### src/rtl/mac_share_arbiter.sv
// rtl/mac_share_arbiter.sv - two-requester round-robin share of one external FP MAC with per-requester accumulators.
// Optional stall counter enabled by defining MAC_SHARE_STALL_CNT_EN.
module mac_share_arbiter #(
  parameter int DATA_W = 32,
  parameter int CNT_W  = 16
) (
  input  logic                   clk,
  input  logic                   reset_n,
  input  logic [1:0]             req_valid,
  output logic [1:0]             req_ready,
  input  logic [1:0][DATA_W-1:0] req_a,
  input  logic [1:0][DATA_W-1:0] req_b,
  input  logic [1:0]             req_first,
  input  logic [1:0]             req_last,
  output logic [DATA_W-1:0]      mac_a,
  output logic [DATA_W-1:0]      mac_b,
  output logic [DATA_W-1:0]      mac_c,
  output logic [2:0]             mac_rnd,
  input  logic [DATA_W-1:0]      mac_z,
  output logic                   res_valid,
  input  logic                   res_ready,
  output logic [DATA_W-1:0]      res_data,
  output logic                   res_id,
  output logic                   busy,
  output logic [CNT_W-1:0]       stall_cnt
);

  typedef enum logic {CLOSED = 1'b0, OPEN = 1'b1} acc_state_t;

  acc_state_t                st [2];
  acc_state_t                st_nxt [2];
  logic [1:0][DATA_W-1:0]    acc, acc_nxt;
  logic [1:0]                err_seq, err_seq_nxt;
  logic                      rr, rr_nxt;
  logic                      res_valid_nxt;
  logic [DATA_W-1:0]         res_data_nxt;
  logic                      res_id_nxt;

  logic                      res_free;
  logic [1:0]                elig;
  logic                      gnt_any;
  logic                      gnt;

  assign mac_rnd = 3'b000;

  always_ff @(posedge clk) begin
    if (!reset_n) begin
      st[0]     <= CLOSED;
      st[1]     <= CLOSED;
      acc       <= '0;
      err_seq   <= '0;
      rr        <= 1'b0;
      res_valid <= 1'b0;
      res_data  <= '0;
      res_id    <= 1'b0;
    end else begin
      st[0]     <= st_nxt[0];
      st[1]     <= st_nxt[1];
      acc       <= acc_nxt;
      err_seq   <= err_seq_nxt;
      rr        <= rr_nxt;
      res_valid <= res_valid_nxt;
      res_data  <= res_data_nxt;
      res_id    <= res_id_nxt;
    end
  end

  always_comb begin
    st_nxt[0]     = st[0];
    st_nxt[1]     = st[1];
    acc_nxt       = acc;
    err_seq_nxt   = err_seq;
    rr_nxt        = rr;
    res_valid_nxt = res_valid;
    res_data_nxt  = res_data;
    res_id_nxt    = res_id;
    req_ready     = 2'b00;
    mac_a         = '0;
    mac_b         = '0;
    mac_c         = '0;

    // A last term needs the result register free; non-last terms never wait on it.
    res_free = !res_valid || res_ready;
    elig[0]  = req_valid[0] && (!req_last[0] || res_free);
    elig[1]  = req_valid[1] && (!req_last[1] || res_free);
    gnt_any  = reset_n && (elig != 2'b00);
    gnt      = elig[rr] ? rr : !rr;

    if (gnt_any) begin
      req_ready = 2'b01 << gnt;
      mac_a     = req_a[gnt];
      mac_b     = req_b[gnt];
      if (!req_first[gnt] && st[gnt] == OPEN)
        mac_c = acc[gnt];
      if (!req_first[gnt] && st[gnt] == CLOSED)
        err_seq_nxt[gnt] = 1'b1;
      rr_nxt = !gnt;
      if (req_last[gnt]) begin
        st_nxt[gnt]   = CLOSED;
        acc_nxt[gnt]  = '0;
        res_valid_nxt = 1'b1;
        res_data_nxt  = mac_z;
        res_id_nxt    = gnt;
      end else begin
        st_nxt[gnt]  = OPEN;
        acc_nxt[gnt] = mac_z;
        if (res_valid && res_ready)
          res_valid_nxt = 1'b0;
      end
    end else if (res_valid && res_ready) begin
      res_valid_nxt = 1'b0;
    end

    busy = reset_n && (st[0] == OPEN || st[1] == OPEN || res_valid);
  end

`ifdef MAC_SHARE_STALL_CNT_EN
  logic [CNT_W-1:0] stall_q;

  always_ff @(posedge clk) begin
    if (!reset_n)
      stall_q <= '0;
    else if ((req_valid & ~req_ready) != 2'b00 && stall_q != {CNT_W{1'b1}})
      stall_q <= stall_q + 1'b1;
  end

  assign stall_cnt = stall_q;
`else
  assign stall_cnt = '0;
`endif

endmodule

### config.mk
export PLATFORM = sky130hd
export DESIGN_NAME = mac_share_arbiter
export DESIGN_NICKNAME = d
export VERILOG_FILES = /design/src/rtl/mac_share_arbiter.sv
export SDC_FILE = /design/constraint.sdc
export NUM_CORES = 1
export LEC_CHECK = 0
export BUFFER_PORTS_ARGS = -buffer_cell sky130_fd_sc_hd__clkbuf_2
export CAP_MARGIN = 20
export CORE_ASPECT_RATIO = 0.7
export CORE_MARGIN = 4
export CORE_UTILIZATION = 35
export CTS_CLUSTER_SIZE = 16
export DETAILED_ROUTE_END_ITERATION = 12
export GPL_TIMING_DRIVEN = 0
export PLACE_DENSITY = 0.76
export SLEW_MARGIN = 30
export SYNTH_ARGS = -nofsm -noshare
export SYNTH_HDL_FRONTEND = slang
export SYNTH_SLANG_ARGS = --single-unit
### constraint.sdc
create_clock -name clk -period 2.7 [get_ports clk]
set_input_delay 0.27 -clock clk [delete_from_list [all_inputs] [get_ports clk]]
set_output_delay 0.27 -clock clk [all_outputs]
set_load 0.1 [all_outputs]
# Word-level counts from Yosys, hierarchy flattened
# Memories as Yosys holds them, arrays and structs flattened.
# Cells that the tools add are included.
# classes
order_cmp	5
shifts	1
n_mux	33
n_bitwise	8
n_reduce_logical	21
# op_table
operator	n
2-to-1 mux 32 bit	11
bitwise AND 64 bit	1
bitwise mux 64 bit	1
2-to-1 mux 64 bit	1
inverter 64 bit	1
demux 32 bit (select 1 bit)	1
2-to-1 mux 1 bit	15
logical AND 1 bit	8
zero test 1 bit	6
2-to-1 mux 2 bit	3
logical OR 1 bit	5
< comparator 1 x 2 -> 1 bit (second input constant)	2
bitwise AND 2 bit	1
>= comparator 2 bit (second input constant)	1
< comparator 2 x 1 -> 1 bit (second input constant)	1
inverter 1 -> 2 bit	1
inverter 2 bit	1
bitwise OR 1 bit	2
bitwise OR 2 bit	1
AND reduction 2 bit	1
nonzero test 2 bit	1
<< shifter 1 x 1 -> 2 bit (first input constant)	1
demux 1 bit (select 1 bit)	1
>= comparator 1 bit (second input constant)	1
# word_totals
reg_bits	99
ram_bits	2
in_bits	169
output_inout_bits	152
n_memories	1
# mem_list
name	depth	width	read_ports	rd_clocked_by_memory_dff	write_ports	line	source
st	2	1	3	0	2	30	acc_state_t st [2];

# Longest topological paths before layout
# Gate-level depths: netlist of run 1.
# depth
word_depth	17
ltp_mapped	7

# Worst setup path after synthesis of run 1
# Ideal clock, no wire load.
# synth_path
path_kind	reg-to-output
from	reg res_valid
to	out mac_b[23]
arrival_ns	3.625
setup_slack_ns	-1.195
path_stages_with_launch	5
cell_sequence	dfxtp_1 > nand3b_1 > a211oi_2 > clkbuf_1 > a22o_1
# synth_between
elab_chain_cells	10
# synth_lines
element	line	source
from (decl)	20	output logic res_valid,
from (signal assigned)	62	res_valid <= res_valid_nxt;
zero test 1 bit (*)	83	res_free = !res_valid || res_ready;
logical OR 1 bit (*)	83	
logical OR 1 bit (on tied branches)	84, 85	
logical AND 1 bit (on tied branches)	84, 85	
2-to-1 mux 1 bit (implied by the code) (2 in a row)	87	gnt = elig[rr] ? rr : !rr;
2-to-1 mux 1 bit	87	
2-to-1 mux 32 bit (implied by the code) (2 in a row)	92	mac_b = req_b[gnt];
2-to-1 mux 32 bit (*)	89	if (gnt_any) begin
to (decl)	16	output logic [DATA_W-1:0] mac_b,
# Mark *: on every way between the ends. The rest lies on a longest branch, timed or not. The select of a mux whose other input is x is not followed.

# Worst setup path after layout of run 1
# layout_path
from	reg rr
to	out mac_c[2]
# layout_between
elab_chain_cells	9
# layout_lines
element	line	source
from (decl)	34	logic rr, rr_nxt;
from (signal assigned)	61	rr <= rr_nxt;
2-to-1 mux 1 bit (implied by the code) (2 in a row)	87	
2-to-1 mux 1 bit (*)	87	
2-to-1 mux 1 bit (2 in a row)	n/a	
zero test 1 bit	n/a	
logical AND 1 bit	93	if (!req_first[gnt] && st[gnt] == OPEN)
2-to-1 mux 32 bit (*)	93	
2-to-1 mux 32 bit (*)	89	
to (decl)	17	output logic [DATA_W-1:0] mac_c,
# Marks and branches as above.

==> flow_summary.ini, run 1 <==
[global_routing]
grt_max_degree = 17
track_usage_pct = 26.74
grt_pass1_vias = 6143
grt-ovfl-total = 0
antenna_found_initial = 0
grt_pass1_wl_um = 36630

[layout]
n_fill_cell = 1346
diodes = 0
final_core_util_pct = 57.53
final_common_cell = clkbuf_2
drive_gt1_share_pct = 45.30
fin_nets = 1164
final_cell_mix = clkbuf_2 (223), nand3_1 (128), dfxtp_1 (100), a22o_1 (58), buf_4 (43)
synthToLayoutAreaGrowth_pct = 59.64

[critical_path]
r2r_cells = 7
end_kind = output pin
required_ns = 2.43
cp_data_arrival_time_ns = 2.37
crit_type = reg -> out
critPathLaunchType = register
path_max_fanout = 10

[route]
vias_per_cell = 5.685
wl_um = 24990
drtIter0Drc = 687
drt_drc_violations_left = 0
dr.pass1.iters = 5
num_vias = 6793
postRouteAntennaNets = 0
wire_per_inst_um = 20.91

[synthesis]
syn-cell-area_um2 = 5339
postSynthAreaPerCell_um2 = 8.089
synth-seq-cells = 101
seq_area_frac_synth_pct = 37.87
synthTopCellsByArea = dfxtp_1 (38%), a22o_1 (16%), nand3_1 (12%)
ys.warnings.count = 0
synth_cell_types = 37
synthCells = 660
synth_top_area_share_pct = 37.87
synth_top_cell_by_area = dfxtp_1

[clock_tree]
cts_max_level = 3
cts_tree = built
cts.sinks = 101
clockBufferDepth = 2
clock_latency_ns = 0.35
numCtsBuffers = 9
cts_root_buffer = clkbuf_16
path_clk_slew_ns = 0.07

[timing]
slew-limit-headroom_pct = 59.36
fin_crit_sh_pct = 97.72
skew_ns = 0.008400
max_freq_ghz = 0.3790
hold_viol = 0
worst_pin_slew_ns = 0.6095
setup_violations = 0
period_needed_ns = 2.639
grt_setup_unrepaired = true
maxSlewViolCount = 0

[die]
rows = 37
die_height_um = 111.3
initial_core_util_pct = 36.04
die_area_um2 = 17330
coreArea_um2 = 14810
fp.dieW_um = 155.6
io-pin-count = 321

[min_path]
hold_depth = 3
hold_path_class = in -> reg

[pwr]
p_int_w = 0.002722
pwr-share-comb_pct = 38.9
p_per_area_nw_per_um2 = 559.4
leakage_nw = 3.666
seqPwrFrac_pct = 33.8
p_total_w = 0.004768
vdd_drop_max_mv = 0.3857
switching_share_pct = 42.92
p_clk_share_pct = 27.3
switchingPower_w = 0.002046

[placed_design]
gp_congestion = 0.8938
portBuffers = 300
dp_hpwl_um = 19610

[status]
status = completed

[run]
max_cap_violations = 0
==> registers in the layout (all words and copies together) (netlist names), named ones only <==
register / cells
acc: 64
res_data: 32
res_id: 1
res_valid: 1
rr: 1
==> layout make-up <==
class / instances / area [um^2] / area share [%]
Inverter: 4 / 15.01 / 0.1762
Buffer: 99 / 556.8 / 6.533
Tap cell: 195 / 244.0 / 2.863
Multi-Input combinational cell: 475 / 3337 / 39.15
Clock buffer: 13 / 270.3 / 3.171
Timing Repair Buffer: 305 / 2049 / 24.05
Sequential cell: 101 / 2023 / 23.74
Clock inverter: 3 / 27.53 / 0.3230
==> worst paths after layout <==
kind,start,endpoint,slack [ns]
setup / recovery,rr,mac_c[2],0.06
hold / removal,mac_z[21],acc[53],0.17
setup reg to reg,res_valid,acc[5],0.62
hold reg to reg,acc[2],acc[2],0.47
==> what timing repair did <==
| action | in CTS | in global routing |
|---|---|---|
| setup endpoints to repair | 87 | 91 |
| resized for setup | 140 | 96 |
| buffers inserted | 0 | 5 |
| pin swaps | 0 | 3 |
| cloned | 0 | 1 |
| hold buffers | 0 | 0 |
==> critical path, cell delays in order, from the launching register on <==
cell and delay [ns]:
dfxtp_1 0.44, and2b_1 0.26, nand2_1 0.29, clkbuf_2 0.33
nand3_1 0.16, a21oi_4 0.17, clkbuf_4 0.35
==> per-stage QoR <==
step	std cells	setup slack, ns	hold slack (ns)	instance area [um^2]	setup TNS, ns
after floorplan	678	0.01165	0.3922	5821	0
after global placement	1173	-0.3464	0.4502	7566	-9.359
after detailed placement	1173	-0.3696	0.4499	7566	-9.719
after CTS	1189	-0.09338	0.1721	8320	-2.124
after global routing	1195	-0.04769	0.1849	8523	-0.1689
final	1195	0.06147	0.1746	8523	0
==> Yosys cell counts, drive strengths merged <==
library cell and count:
nor2 1, a22o 96, o21a 1, a211oi 2
nand2 37, and3b 1, a2111oi 1, and2b 1
inv 4, nand4 1, a211o 1, clkbuf 55
nand3 128, o21ai 65, o2111a 1, buf 44
dfxtp 101, nor3 1, o2111ai 32, nand2b 2
o21bai 2, o211ai 1, or2b 1, nor2b 2
a32oi 2, nand3b 1, a21oi 70, nor3b 1
and2 2, a32o 2, conb 1
==> cells by family (layout without fill, tap and decap cells) <==
logic type | Yosys count | in the layout | synth area share, %
flops | 101 | 101 | 37.87
buf+inv | 103 | 424 | 9.327
other cells | 1 | 19 | 0.07024
simple gates | 179 | 179 | 16.31
compound gates | 276 | 277 | 36.42
==> power by group through the flow <==
| stage | sequential, W | combinational, W | clock [W] |
|---|---|---|---|
| after global routing | 0.00162 | 0.00192 | 0.00136 |
| after detailed placement | 0.00164 | 0.00172 | 0 |
| after floorplan | 0.00188 | 0.00108 | 0 |
| final | 0.00161 | 0.00185 | 0.00130 |
| after CTS | 0.00161 | 0.00180 | 0.00130 |
| after global placement | 0.00164 | 0.00171 | 0 |
==> metal layers <==
metal | track usage [%] | wire length (um)
met1 | 39.77 | 11170
met2 | 40.35 | 11380
met3 | 4.934 | 2032
met4 | 5.714 | 412
met5 | 0 | 0
No activity file was read; power rests on OpenSTA's default activity.
==> run 2, diff against run 1 <==
CORE_ASPECT_RATIO = default   (was 0.7)
CORE_MARGIN = 3   (was 4)
==> flow_summary.ini, run 2 (synthesis gave the netlist of run 1 again) <==
[clock_tree]
cts_root_buffer = clkbuf_16
path_clk_slew_ns = 0.07
clockBufferDepth = 2
numCtsBuffers = 9
cts_max_level = 3
cts_tree = built
cts.sinks = 101
clock_latency_ns = 0.35
ctsHoldBuffers = 0

[global_routing]
met1_usage_pct = 40.42
grt-ovfl-total = 0
grt_use_met2_pct = 49.42
grt_util_met3_pct = 8.038
grt_pass1_wl_um = 38890
grt-busiest-layer = met2
grt_pass1_vias = 6359
antenna_found_initial = 3
grt_max_degree = 16
track_usage_pct = 30.72

[min_path]
whs_endpoint = acc[63]
hold_depth = 3
hold_path_class = in -> reg
min_from = mac_z[31]

[route]
vias_per_cell = 5.901
wire_per_inst_um = 23.13
drtIter0Drc = 603
drt_drc_violations_left = 0
num_vias = 6981
postRouteAntennaNets = 0
dr.pass1.iters = 6
wl_um = 27360

[layout]
final_common_cell = clkbuf_2
drive_gt1_share_pct = 46.15
largest_reg_flops = 64
top_regs = acc: 64 flops, res_data: 32 flops
synthToLayoutAreaGrowth_pct = 59.48
final_cell_mix = clkbuf_2 (230), nand3_1 (128), dfxtp_1 (100), a22o_1 (52), buf_4 (44)
diodes = 0
fin_nets = 1164
top_register = acc

[pwr]
p_per_area_nw_per_um2 = 554.2
vdd_drop_max_mv = 0.3652
leakage_nw = 3.680
p_total_w = 0.004718

[critical_path]
r2r_cells = 5
reg2reg_to = res_data[22]
r2r_setup_slack_ns = 0.45
critPathLaunchType = register
required_ns = 2.43
path_max_fanout = 10
crit_type = reg -> out
cp_data_arrival_time_ns = 2.40
end_kind = output pin
reg2reg_from = rr

[timing]
fin_ws_ns = 0.03366
slew-limit-headroom_pct = 36.60
hold_viol = 0
fin_crit_sh_pct = 98.75
max_freq_ghz = 0.3750
skew_ns = 0.004175
period_needed_ns = 2.666
setup_tns_ns = 0
worst_pin_slew_ns = 0.9510
setup_violations = 0
maxSlewViolCount = 0

[die]
io-pin-count = 321
coreArea_um2 = 14750
die_area_um2 = 16770
die_height_um = 129.5
initial_core_util_pct = 36.19
fp.dieW_um = 129.5
rows = 44

[run]
max_cap_violations = 0

[status]
status = completed

[placed_design]
gp_congestion = 0.9632
dp_hpwl_um = 21650
dp_slack_ns = -0.4162
portBuffers = 300
==> run 2: per-stage QoR <==
| stage | area [um^2] | instances | util [%] | hold WS, ns |
|---|---|---|---|---|
| detailed placement | 7552 | 1162 | 51.19 | 0.4510 |
| floorplan | 5821 | 678 | - | 0.3922 |
| CTS | 8333 | 1180 | 56.48 | 0.1712 |
| global placement | 7552 | 1162 | 51.19 | 0.4491 |
| global route | 8514 | 1183 | 57.71 | 0.1923 |
| finish | 8514 | 1183 | 57.71 | 0.1802 |
==> run 2: worst max-delay path, stage by stage, from the launching register on <==
cell,delay [ns]
dfxtp_2,0.42
and3b_1,0.17
buf_2,0.19
o2111a_2,0.29
buf_4,0.20
buf_4,0.24
a22o_2,0.29
buf_8,0.23
==> run 2: worst max-delay path by stage <==
stage	startpoint	end	slack, ns	cells past startpoint
final	res_valid	mac_a[5]	0.03	7
after global routing	res_valid	mac_a[5]	-0.004	7
after CTS	res_valid	mac_b[9]	0.0004	7
after detailed placement	reset_n	mac_a[8]	-0.42	6
after global placement	reset_n	mac_a[8]	-0.39	6
after floorplan	res_valid	mac_a[10]	0.01	6
==> run 2: what timing repair did <==
item | 4_1_cts | 5_1_grt
gates resized for setup | 146 | 91
setup endpoints to repair | 89 | 86
buffers inserted | 3 | 3
pin swaps | 2 | 2
==> run 2: metal layers <==
layer  share of wire, %  up-vias
met5               0.16        -
met3                 12       73
li1                   -     3146
met4                3.0        6
met1                 39     3318
met2                 46      438
==> run 2: final cells by class <==
cell class / instances / area, um^2
buffer: 99 / 555.5
clock buffer: 12 / 256.5
clock inverter: 3 / 18.77
fill: 1355 / 6240
inverter: 4 / 15.01
multi-input combinational: 474 / 3369
sequential: 101 / 2023
tap: 184 / 230.2
timing repair buffer: 306 / 2046
==> run 2: where the power goes <==
group / switching (W) / total, W / internal, W
Combinational: 0.00142 / 0.00185 / 0.000434
Sequential: 0.0000514 / 0.00162 / 0.00157
Clock: 0.000574 / 0.00125 / 0.000672
Total: 0.00205 / 0.00472 / 0.00267
